### src/rtl/mux2_rr_arbiter_pkg.sv
// Package: mux2_arb_pkg
// Purpose: shared types and constants for the two-input round-robin arbiter.
//   arb_state_t  - arbiter FSM states (IDLE, GRANT0, GRANT1)
//   LAST_RESET   - reset value of the fairness pointer (1 => input 0 wins first tie)
//   cnt_width()  - width of a counter that must hold 0..max_burst
package mux2_arb_pkg;

    typedef enum logic [1:0] {
        IDLE   = 2'd0,
        GRANT0 = 2'd1,
        GRANT1 = 2'd2
    } arb_state_t;

    localparam logic LAST_RESET = 1'b1;

    function automatic int cnt_width(input int max_burst);
        return $clog2(max_burst + 1);
    endfunction

endpackage

### src/rtl/mux2_rr_arbiter_out_reg.sv
// Module: mux2_out_reg
// Purpose: registered output stage of the arbiter. Loads a beat when the
//   arbiter reports a transfer, drains when downstream accepts without a new
//   load, and holds data/valid while downstream stalls.
// Ports:
//   clk        in   rising-edge clock
//   rst        in   asynchronous active-high reset
//   load       in   a transfer is happening this cycle
//   load_data  in   payload of the transferring beat
//   out_ready  in   downstream accepts the current beat
//   out_valid  out  registered beat valid
//   out_data   out  registered beat payload
module mux2_out_reg #(
    parameter int DATA_W = 8
) (
    input  logic              clk,
    input  logic              rst,
    input  logic              load,
    input  logic [DATA_W-1:0] load_data,
    input  logic              out_ready,
    output logic              out_valid,
    output logic [DATA_W-1:0] out_data
);

    logic              valid_q, valid_d;
    logic [DATA_W-1:0] data_q, data_d;

    // The arbiter only raises load when the slot is free or being drained,
    // so a load never overwrites a stalled beat.
    always_comb begin
        valid_d = valid_q;
        data_d  = data_q;
        if (load) begin
            valid_d = 1'b1;
            data_d  = load_data;
        end else if (out_ready) begin
            valid_d = 1'b0;
        end
    end

    always_ff @(posedge clk or posedge rst) begin
        if (rst) begin
            valid_q <= 1'b0;
            data_q  <= '0;
        end else begin
            valid_q <= valid_d;
            data_q  <= data_d;
        end
    end

    assign out_valid = valid_q;
    assign out_data  = data_q;

endmodule

### src/rtl/mux2_rr_arbiter.sv
// Module: mux2_rr_arbiter
// Purpose: two-input round-robin stream arbiter feeding a 2:1 select mux.
//   Grants one input at a time for bursts of up to MAX_BURST beats, drives
//   the mux select and registers the winning beat.
// Ports:
//   clk, rst               clock / asynchronous active-high reset
//   in0_valid/data/ready   input 0 stream (ready is combinational)
//   in1_valid/data/ready   input 1 stream (ready is combinational)
//   out_valid/data/ready   registered output stream
//   sel                    mux select, 1 while input 1 is granted
//   busy                   high while either input holds the grant
module mux2_rr_arbiter
    import mux2_arb_pkg::*;
#(
    parameter int DATA_W    = 8,
    parameter int MAX_BURST = 4
) (
    input  logic              clk,
    input  logic              rst,
    input  logic              in0_valid,
    input  logic [DATA_W-1:0] in0_data,
    output logic              in0_ready,
    input  logic              in1_valid,
    input  logic [DATA_W-1:0] in1_data,
    output logic              in1_ready,
    output logic              out_valid,
    output logic [DATA_W-1:0] out_data,
    input  logic              out_ready,
    output logic              sel,
    output logic              busy
);

    localparam int CNT_W = cnt_width(MAX_BURST);
    localparam logic [CNT_W-1:0] CNT_LAST = CNT_W'(MAX_BURST - 1);

    arb_state_t       state_q, state_d;
    logic             last_q, last_d;
    logic [CNT_W-1:0] cnt_q, cnt_d;

    logic              slot_free;
    logic              grant_valid;
    logic              xfer;
    logic [DATA_W-1:0] grant_data;

    // The output slot can take a beat when empty or being drained this cycle.
    assign slot_free = !out_valid || out_ready;
    assign in0_ready = (state_q == GRANT0) && slot_free;
    assign in1_ready = (state_q == GRANT1) && slot_free;

    assign grant_valid = (state_q == GRANT1) ? in1_valid : in0_valid;
    assign grant_data  = (state_q == GRANT1) ? in1_data  : in0_data;
    assign xfer        = (in0_valid && in0_ready) || (in1_valid && in1_ready);

    // IDLE spends one bubble cycle choosing a winner; a grant ends after the
    // last beat of a burst or as soon as the grantee has nothing to send.
    // A stalled grantee that still holds valid keeps its grant.
    always_comb begin
        state_d = state_q;
        last_d  = last_q;
        cnt_d   = cnt_q;
        case (state_q)
            IDLE: begin
                if (in0_valid && in1_valid) begin
                    state_d = last_q ? GRANT0 : GRANT1;
                end else if (in0_valid) begin
                    state_d = GRANT0;
                end else if (in1_valid) begin
                    state_d = GRANT1;
                end
            end
            GRANT0, GRANT1: begin
                if ((xfer && cnt_q == CNT_LAST) || !grant_valid) begin
                    state_d = IDLE;
                    last_d  = (state_q == GRANT1);
                    cnt_d   = '0;
                end else if (xfer) begin
                    cnt_d = cnt_q + CNT_W'(1);
                end
            end
            default: begin
                state_d = IDLE;
                cnt_d   = '0;
            end
        endcase
    end

    always_ff @(posedge clk or posedge rst) begin
        if (rst) begin
            state_q <= IDLE;
            last_q  <= LAST_RESET;
            cnt_q   <= '0;
        end else begin
            state_q <= state_d;
            last_q  <= last_d;
            cnt_q   <= cnt_d;
        end
    end

    assign sel  = (state_q == GRANT1);
    assign busy = (state_q != IDLE);

    mux2_out_reg #(
        .DATA_W (DATA_W)
    ) u_out_reg (
        .clk       (clk),
        .rst       (rst),
        .load      (xfer),
        .load_data (grant_data),
        .out_ready (out_ready),
        .out_valid (out_valid),
        .out_data  (out_data)
    );

endmodule
### config.mk
export PLATFORM = sky130hd
export DESIGN_NAME = mux2_rr_arbiter
export DESIGN_NICKNAME = d
export VERILOG_FILES = /design/src/rtl/mux2_rr_arbiter_pkg.sv /design/src/rtl/mux2_rr_arbiter_out_reg.sv /design/src/rtl/mux2_rr_arbiter.sv
export SDC_FILE = /design/constraint.sdc
export NUM_CORES = 1
export LEC_CHECK = 0
export CAP_MARGIN = 5
export CORE_MARGIN = 2
export CORE_UTILIZATION = 45
export CTS_CLUSTER_DIAMETER = 200
export DETAILED_ROUTE_END_ITERATION = 8
export PLACE_DENSITY = 0.83
export SYNTH_ARGS = -nofsm -noshare
export SYNTH_HDL_FRONTEND = slang
export SYNTH_SLANG_ARGS = --single-unit
### constraint.sdc
create_clock -name clk -period 4.4 [get_ports clk]
set_clock_uncertainty 0.05 [all_clocks]
set_input_delay 0.44 -clock clk [delete_from_list [all_inputs] [get_ports clk]]
set_output_delay 0.44 -clock clk [all_outputs]
set_load 0.05 [all_outputs]
# After elaboration in Yosys (flattened, before gate mapping)
# Index checks and enable logic that the tools add are counted.
# totals
regBits,15
elab_cells,44
# op_classes
bitwise_logic,1
n_addsub,1
muxes,13
eq_ne,6
reduce_logical,18
# ops
operator,count
2-bit two-way mux,5
8-bit two-way mux,1
1-bit logical AND,6
3-bit two-way mux,2
3-bit one-hot mux with 2 select lines,1
2-bit AND reduction,3
4-bit != test (second input constant),1
2-bit one-hot mux with 2 select lines,1
2-bit nonzero test,2
3-bit by 1-bit adder with 3-bit output (second input constant),1
3-bit by 2-bit equality test with 1-bit output (second input constant),1
1-bit logical OR,3
1-bit two-way mux,3
3-bit != test (second input constant),1
2-bit by 1-bit equality test with 1-bit output (second input constant),1
2-bit equality test (second input constant),1
1-bit logical NOT,2
2-bit logical NOT,1
2-bit != test (second input constant),1
2-bit OR reduction,1
1-bit inverter,1

# Logic depth before layout (Yosys ltp)
# Gate-level depths: netlist (run 1).
# depth
word_depth,9
depth_mapped,7
depth_no_buf,6

# Cells and area by module
# Synthesis (run 1) repeated with hierarchy kept, for this count alone.
# unflattened
hier_cells,78
area_unflattened_um2,888.4
# by_module_without_submodules
mod,seq_area_each_um2,area_each_um2,instances,cells_per_inst
mux2_rr_arbiter,151.4,515.5,1,57
mux2_out_reg,225.2,372.9,1,21

# Worst setup path before layout (run 1)
# OpenSTA, ideal clock, no wires.
# synth_timing
path_type,register to output
startpoint,reg state_q[0]
endpoint,out in1_ready
slack_ps,2116
arrival_time_ps,1794
n_path_buf,1
stages_incl_launch_ff,5
path_cell_list,dfrtp_1 inv_1 ha_1 buf_2 and2_1
# synth_via
elab_chain_cells,2
# synth_lines
element,line_no,source
"start, declared",mux2_rr_arbiter.sv:36,"arb_state_t state_q, state_d;"
"start signal, assigned",mux2_rr_arbiter.sv:93,state_q <= state_d;
2-bit equality test,n/a,
named net sel,mux2_rr_arbiter.sv:29,"output logic sel,"
1-bit logical AND,mux2_rr_arbiter.sv:48,assign in1_ready = (state_q == GRANT1) && slot_free;
"end, declared",mux2_rr_arbiter.sv:25,"output logic in1_ready,"
# The timed path passes the listed nets, and every way through them passes these cells.

# Worst setup path after layout (run 1)
# layout_timing
startpoint,reg state_q[0]
endpoint,out in1_ready
# layout_via
elab_chain_cells,2
# layout_lines
element,line_no
2-bit equality test,mux2_rr_arbiter.sv:48
1-bit logical AND,mux2_rr_arbiter.sv:48
# Every way passes these cells.

==> results of run 1 <==
==> worst max-delay path by stage <==
stage | startpoint | endpoint | slack, ps | cells after the start
finish | state_q[0] | in1_ready | 1510 | 4
global route | state_q[0] | in1_ready | 1360 | 4
CTS | state_q[0] | in1_ready | 1470 | 4
detailed placement | state_q[0] | in1_ready | 1810 | 4
global placement | state_q[0] | in1_ready | 1860 | 4
floorplan | state_q[0] | in1_ready | 2120 | 4
==> worst reg2reg max path: stages, from the launching register on <==
cell and delay [ps]:
dfrtp_1 390, inv_1 110, ha_1 600, a22oi_2 240
nor2_4 390, nand4b_1 210, o22ai_1 220
==> sequential cells by signal (all words and copies together) (netlist names) <==
name and cells:
state_q 2, cnt_q 3, u_out_reg.out_data 8, last_q 1, u_out_reg.out_valid 1
==> per-layer routing <==
metal,vias up,global-route usage,part of all wire
met5,-,0,0
met4,0,0.1333,0.028
met3,5,0.01509,0.039
met2,19,0.3189,0.49
met1,320,0.2270,0.44
li1,354,-,-
==> synthesized netlist by cell type, drive strengths merged <==
library cell  count
a211oi            1
a21oi             8
a22o              1
a22oi             1
a31o              1
and2              2
and3              1
buf               2
dfrtp            14
dfstp             1
ha                5
inv               7
mux2              2
mux2i            10
nand2             4
nand2b            1
nand4b            1
nor2             10
nor2b             1
o21a              1
o21ai             4
o22ai             1
o311ai            1
o31ai             1
==> per-stage QoR <==
step | cell area, um2 | util
after floorplan | 852.1 | -
after global placement | 1201 | 0.6882
after detailed placement | 1201 | 0.6882
after CTS | 1229 | 0.7039
after global routing | 1229 | 0.7039
final | 1229 | 0.7039
==> kinds of logic after synthesis <==
kind of cell	count (synthesis)	share of synthesized area
AOI/OAI and AO/OA	20	0.1704
and+or+nand+nor	20	0.1204
muxes	12	0.1483
buffers and inverters	9	0.04552
adders and majority gates	5	0.07342
DFF	15	0.4420
==> power breakdown <==
| group | internal, mW | total [mW] | switching, mW | leakage [nW] |
|---|---|---|---|---|
| Clock | 0.0339 | 0.0804 | 0.0465 | 0.0177 |
| Combinational | 0.239 | 0.643 | 0.404 | 0.318 |
| Sequential | 0.198 | 0.229 | 0.0317 | 0.178 |
==> cells in the final DEF, fill, tap and decap left out <==
cell / synthesis / layout
nand2b_1: 1 / 1
a22oi_2: 1 / 1
o22ai_1: 1 / 1
o21ai_1: 2 / 2
mux2i_1: 10 / 10
a22o_1: 1 / 1
o311ai_4: 1 / 1
o21ai_0: 2 / 2
clkbuf_4: 0 / 3
inv_1: 7 / 7
and3_1: 1 / 1
dfstp_2: 1 / 1
a211oi_1: 1 / 1
and2_1: 2 / 2
clkinv_2: 0 / 1
nor2b_2: 1 / 1
clkdlybuf4s50_1: 0 / 33
o21a_1: 1 / 1
mux2_2: 1 / 1
ha_1: 5 / 5
a31o_2: 1 / 1
nand4b_1: 1 / 1
nand2_1: 4 / 4
a21oi_1: 8 / 8
mux2_4: 1 / 1
dfrtp_1: 14 / 14
o31ai_1: 1 / 1
nor2_1: 9 / 9
nor2_4: 1 / 1
==> cell type report <==
class / count / share of cell area
repair buffers: 33 / 0.2688
clock buffers: 3 / 0.01833
inverters: 7 / 0.02138
clock inverters: 1 / 0.004073
flip-flops and latches: 15 / 0.3065
multi-input cells: 57 / 0.3554
well taps: 25 / 0.02546
==> results.ini, run 1 <==
[global_routing]
grt_pass1_wl_mm=2.856
grt_use_total=0.1894
grt.overflow.total=0
antenna_found_initial=0
grt_max_degree=20
first_global_vias=664

[setup_path]
rr_worst_depth=6
critical_path.max_stage_delay_ps=800
reg2reg_to=cnt_q[2]
cp_top_family=buffers and inverters
path_buf_inv=2
critPathLaunchType=flip-flop
cpMaxStageDelayCell=clkdlybuf4s50_1
path_class=reg2out
r2r_slack_ps=2120
cp_max_fo=13
r2r-start=state_q[0]
critPathArrivalTime_ps=2400
endpoint_kind=primary output
crit_required_ps=3910
path_cells=inv_1, ha_1, and2_1, clkdlybuf4s50_1

[placed_design]
place_congestion=0.8154
pre_cts_ws_ps=1808
dpl.cell_count=137
portBuffers=33
dp_hpwl_mm=1.443

[clocking]
cts_resized=0
postCtsSetupBuffers=0
clock-root-buffer=clkbuf_4
ctsHoldBuffers=0
tritoncts=yes
cts_buffers=3
cts_max_path_buffers=2
clkTransAtPathRegs_ps=90
htreeDepth=1
clock_latency_ps=290
cts.sinks=15

[sta]
setup_slack_ps=1505
max_freq_ghz=0.3454
hold_slack_ps=442.7
period_share=0.6579
hold_viol=0
fin_crit_ps=2895
grt_setup_unrepaired=no
final_max_slew_viol_count=0
setup_viol=0
worst_pin_slew_ps=661.5
finalSetupTns_ps=0
relSlewSlack=0.5590

[logic_synthesis]
yosysWarningCount=0
synthCells=81
ys_top_cells_by_area=dfrtp_1 41%, mux2i_1 12%, ha_1 7.3%
syn_avg_cell_area_um2=10.52
yosysTopAreaCell=dfrtp_1
ys_seq_area_frac=0.4420
synth_top_area_frac=0.4112
ys_types=28
ys_seq_elements=15
syn_area_um2=852.1
synth.net_count=107

[floorplanning]
die_h_um=47.52
ios=34
core_area_um2=1745
dieArea_um2=2258
rows=15
start_util=0.4882
chipWidth_um=47.52

[final_layout]
fillers=144
multi_input_comb_area_um2=436.7
nets=143
area_growth_pct=44.20
diodes=0
layout-drive-gt1-share=0.1034
register_area_um2=376.6
final_cells=141

[detailed_routing]
num_vias=698
drc=0
drt_iter0_drc=6
wl_per_cell_um=13.07
wl_mm=1.843
vias_per_cell=4.950
first_pass_iters=4
ant_nets=0

[power_and_ir_drop]
peakVddDrop_v=0.0004033
p_leak_nw=0.5143
total_power_mw=0.9531
power_density_nw_per_um2=775.7

[worst_hold_path]
hold_class=reg2reg
holdPathEnd=cnt_q[0]
holdPathStages=1
hold_start=cnt_q[0]

[flow_run]
drv_cap=0

[status]
status=complete, no violations

Note: power is estimated with default switching activity, not from simulation.
==> run 2, diff against run 1 <==
--- a/config.mk
+++ b/config.mk
@@ -7,10 +7,10 @@
 export LEC_CHECK = 0
 export CAP_MARGIN = 5
 export CORE_MARGIN = 2
-export CORE_UTILIZATION = 45
+export CORE_UTILIZATION = 42
 export CTS_CLUSTER_DIAMETER = 200
 export DETAILED_ROUTE_END_ITERATION = 8
-export PLACE_DENSITY = 0.83
+export PLACE_DENSITY = 0.78
 export SYNTH_ARGS = -nofsm -noshare
 export SYNTH_HDL_FRONTEND = slang
 export SYNTH_SLANG_ARGS = --single-unit
==> constraint.sdc (replaced) <==
create_clock -name clk -period 3 [get_ports clk]
set_clock_uncertainty 0.05 [all_clocks]
set_input_delay 0.3 -clock clk [delete_from_list [all_inputs] [get_ports clk]]
set_output_delay 0.3 -clock clk [all_outputs]
set_load 0.05 [all_outputs]
==> results.ini, run 2 (synthesis gave the netlist of run 1 again) <==
[power_and_ir_drop]
power_density_nw_per_um2=1133
pwr-share-comb=0.674
sw_frac_of_total=0.5030
seqPwrFrac=0.242
peakVddDrop_v=0.0006012
cellInternalPower_mw=0.6971
p_clk_frac=0.084
switchingPower_mw=0.7054
p_leak_nw=0.5167

[detailed_routing]
wl_per_cell_um=12.30
ant_nets=0
num_vias=693
vias_per_cell=4.813
drc=0
wl_mm=1.771
drt_iter0_drc=1
first_pass_iters=3

[global_routing]
first_global_vias=683
grt_pass1_wl_mm=2.946
grt_max_degree=20
antenna_found_initial=0
grt_use_total=0.1611
grt.overflow.total=0

[clocking]
tritoncts=yes
clock-root-buffer=clkbuf_4
cts.sinks=15
ctsHoldBuffers=0
clkTransAtPathRegs_ps=90
cts_resized=0
clock_latency_ps=280
postCtsSetupBuffers=0
cts_max_path_buffers=2
htreeDepth=1
cts_buffers=3

[floorplanning]
core_area_um2=1942
ios=34
rows=16
die_h_um=49.04
chipWidth_um=49.04
start_util=0.4388
dieArea_um2=2405

[final_layout]
final_common_cell=clkdlybuf4s50_1
nets=144
design_area_um2=1237
final_util=0.6372
diodes=0
most-common-layout-cells=33 x clkdlybuf4s50_1, 14 x dfrtp_1, 10 x mux2i_1
area_growth_pct=45.23
layout-drive-gt1-share=0.1026
largest_reg_flops=8
final_cells=144

[placed_design]
dp_hpwl_mm=1.413
place_congestion=0.7524
dpl.cell_count=140
portBuffers=33
place_area_um2=1211

[worst_hold_path]
hold_class=in2async

[sta]
final_max_slew_viol_count=0
worst_pin_slew_ps=567.3
hold_viol=0
max_freq_ghz=0.4364
setup_viol=0
grt_setup_unrepaired=no
fin_crit_ps=2291
period_share=0.7638
finalSetupTns_ps=0
relSlewSlack=0.6214

[setup_path]
cp.depth=4
endpoint_kind=primary output
critPathArrivalTime_ps=1940
critical_path.max_stage_delay_ps=830
path_cells=inv_1, ha_1, inv_1, clkdlybuf4s50_1
critPathMostFrequentCell=inv_1
critPathLaunchType=flip-flop
cp_max_fo=6
crit_required_ps=2650
cp_top_family=buffers and inverters
cpMaxStageDelayCell=clkdlybuf4s50_1
r2r_slack_ps=1070
rr_worst_depth=7
path_class=reg2out
path_buf_inv=3

[flow_run]
drv_cap=0

[status]
status=complete, no violations

[run 2: final cells by class]
class	instances	area [um2]
Clock buffer	4	26.28
Fill cell	161	704.4
Inverter	7	26.28
Multi-Input combinational cell	57	436.7
Sequential cell	15	376.6
Tap cell	27	33.78
Timing Repair Buffer	34	337.8
[run 2: stage by stage]
stage	setup WS, ps	total power, mW	hold WS, ps
CTS	691.4	1.415	326.6
floorplan	856.3	1.023	150.8
finish	708.7	1.403	305.2
global placement	826.1	1.278	421.2
global route	596.0	1.488	373.5
detailed placement	791.3	1.295	442.8
[run 2: worst reg2reg max path, cell delays in order (launching register included)]
cell	delay, ps
dfrtp_1	390
inv_1	110
ha_1	200
buf_4	230
a22oi_2	140
nor2_4	360
nand4b_1	190
o22ai_1	180
[run 2: final timing paths]
check,from,to
setup / recovery,state_q[0],busy
hold / removal,rst,u_out_reg.out_data[3]
setup reg to reg,state_q[0],cnt_q[2]
hold reg to reg,cnt_q[0],cnt_q[0]
max in group asynchronous,rst,last_q
min in group clk,cnt_q[0],cnt_q[0]
[run 2: power by group through the flow]
stage	logic, mW	registers, mW	clock network, mW
finish	0.945	0.339	0.118
global route	1.01	0.349	0.130
CTS	0.956	0.340	0.119
detailed placement	0.952	0.343	0
global placement	0.940	0.337	0
floorplan	0.480	0.543	0
[run 2: layer usage]
layer	GRT usage	part of all wire	vias up
met3	0.03681	0.035	2
met4	0.07143	0.012	0
li1	-	-	358
met2	0.2785	0.51	14
met5	0	0	-
met1	0.1901	0.44	319
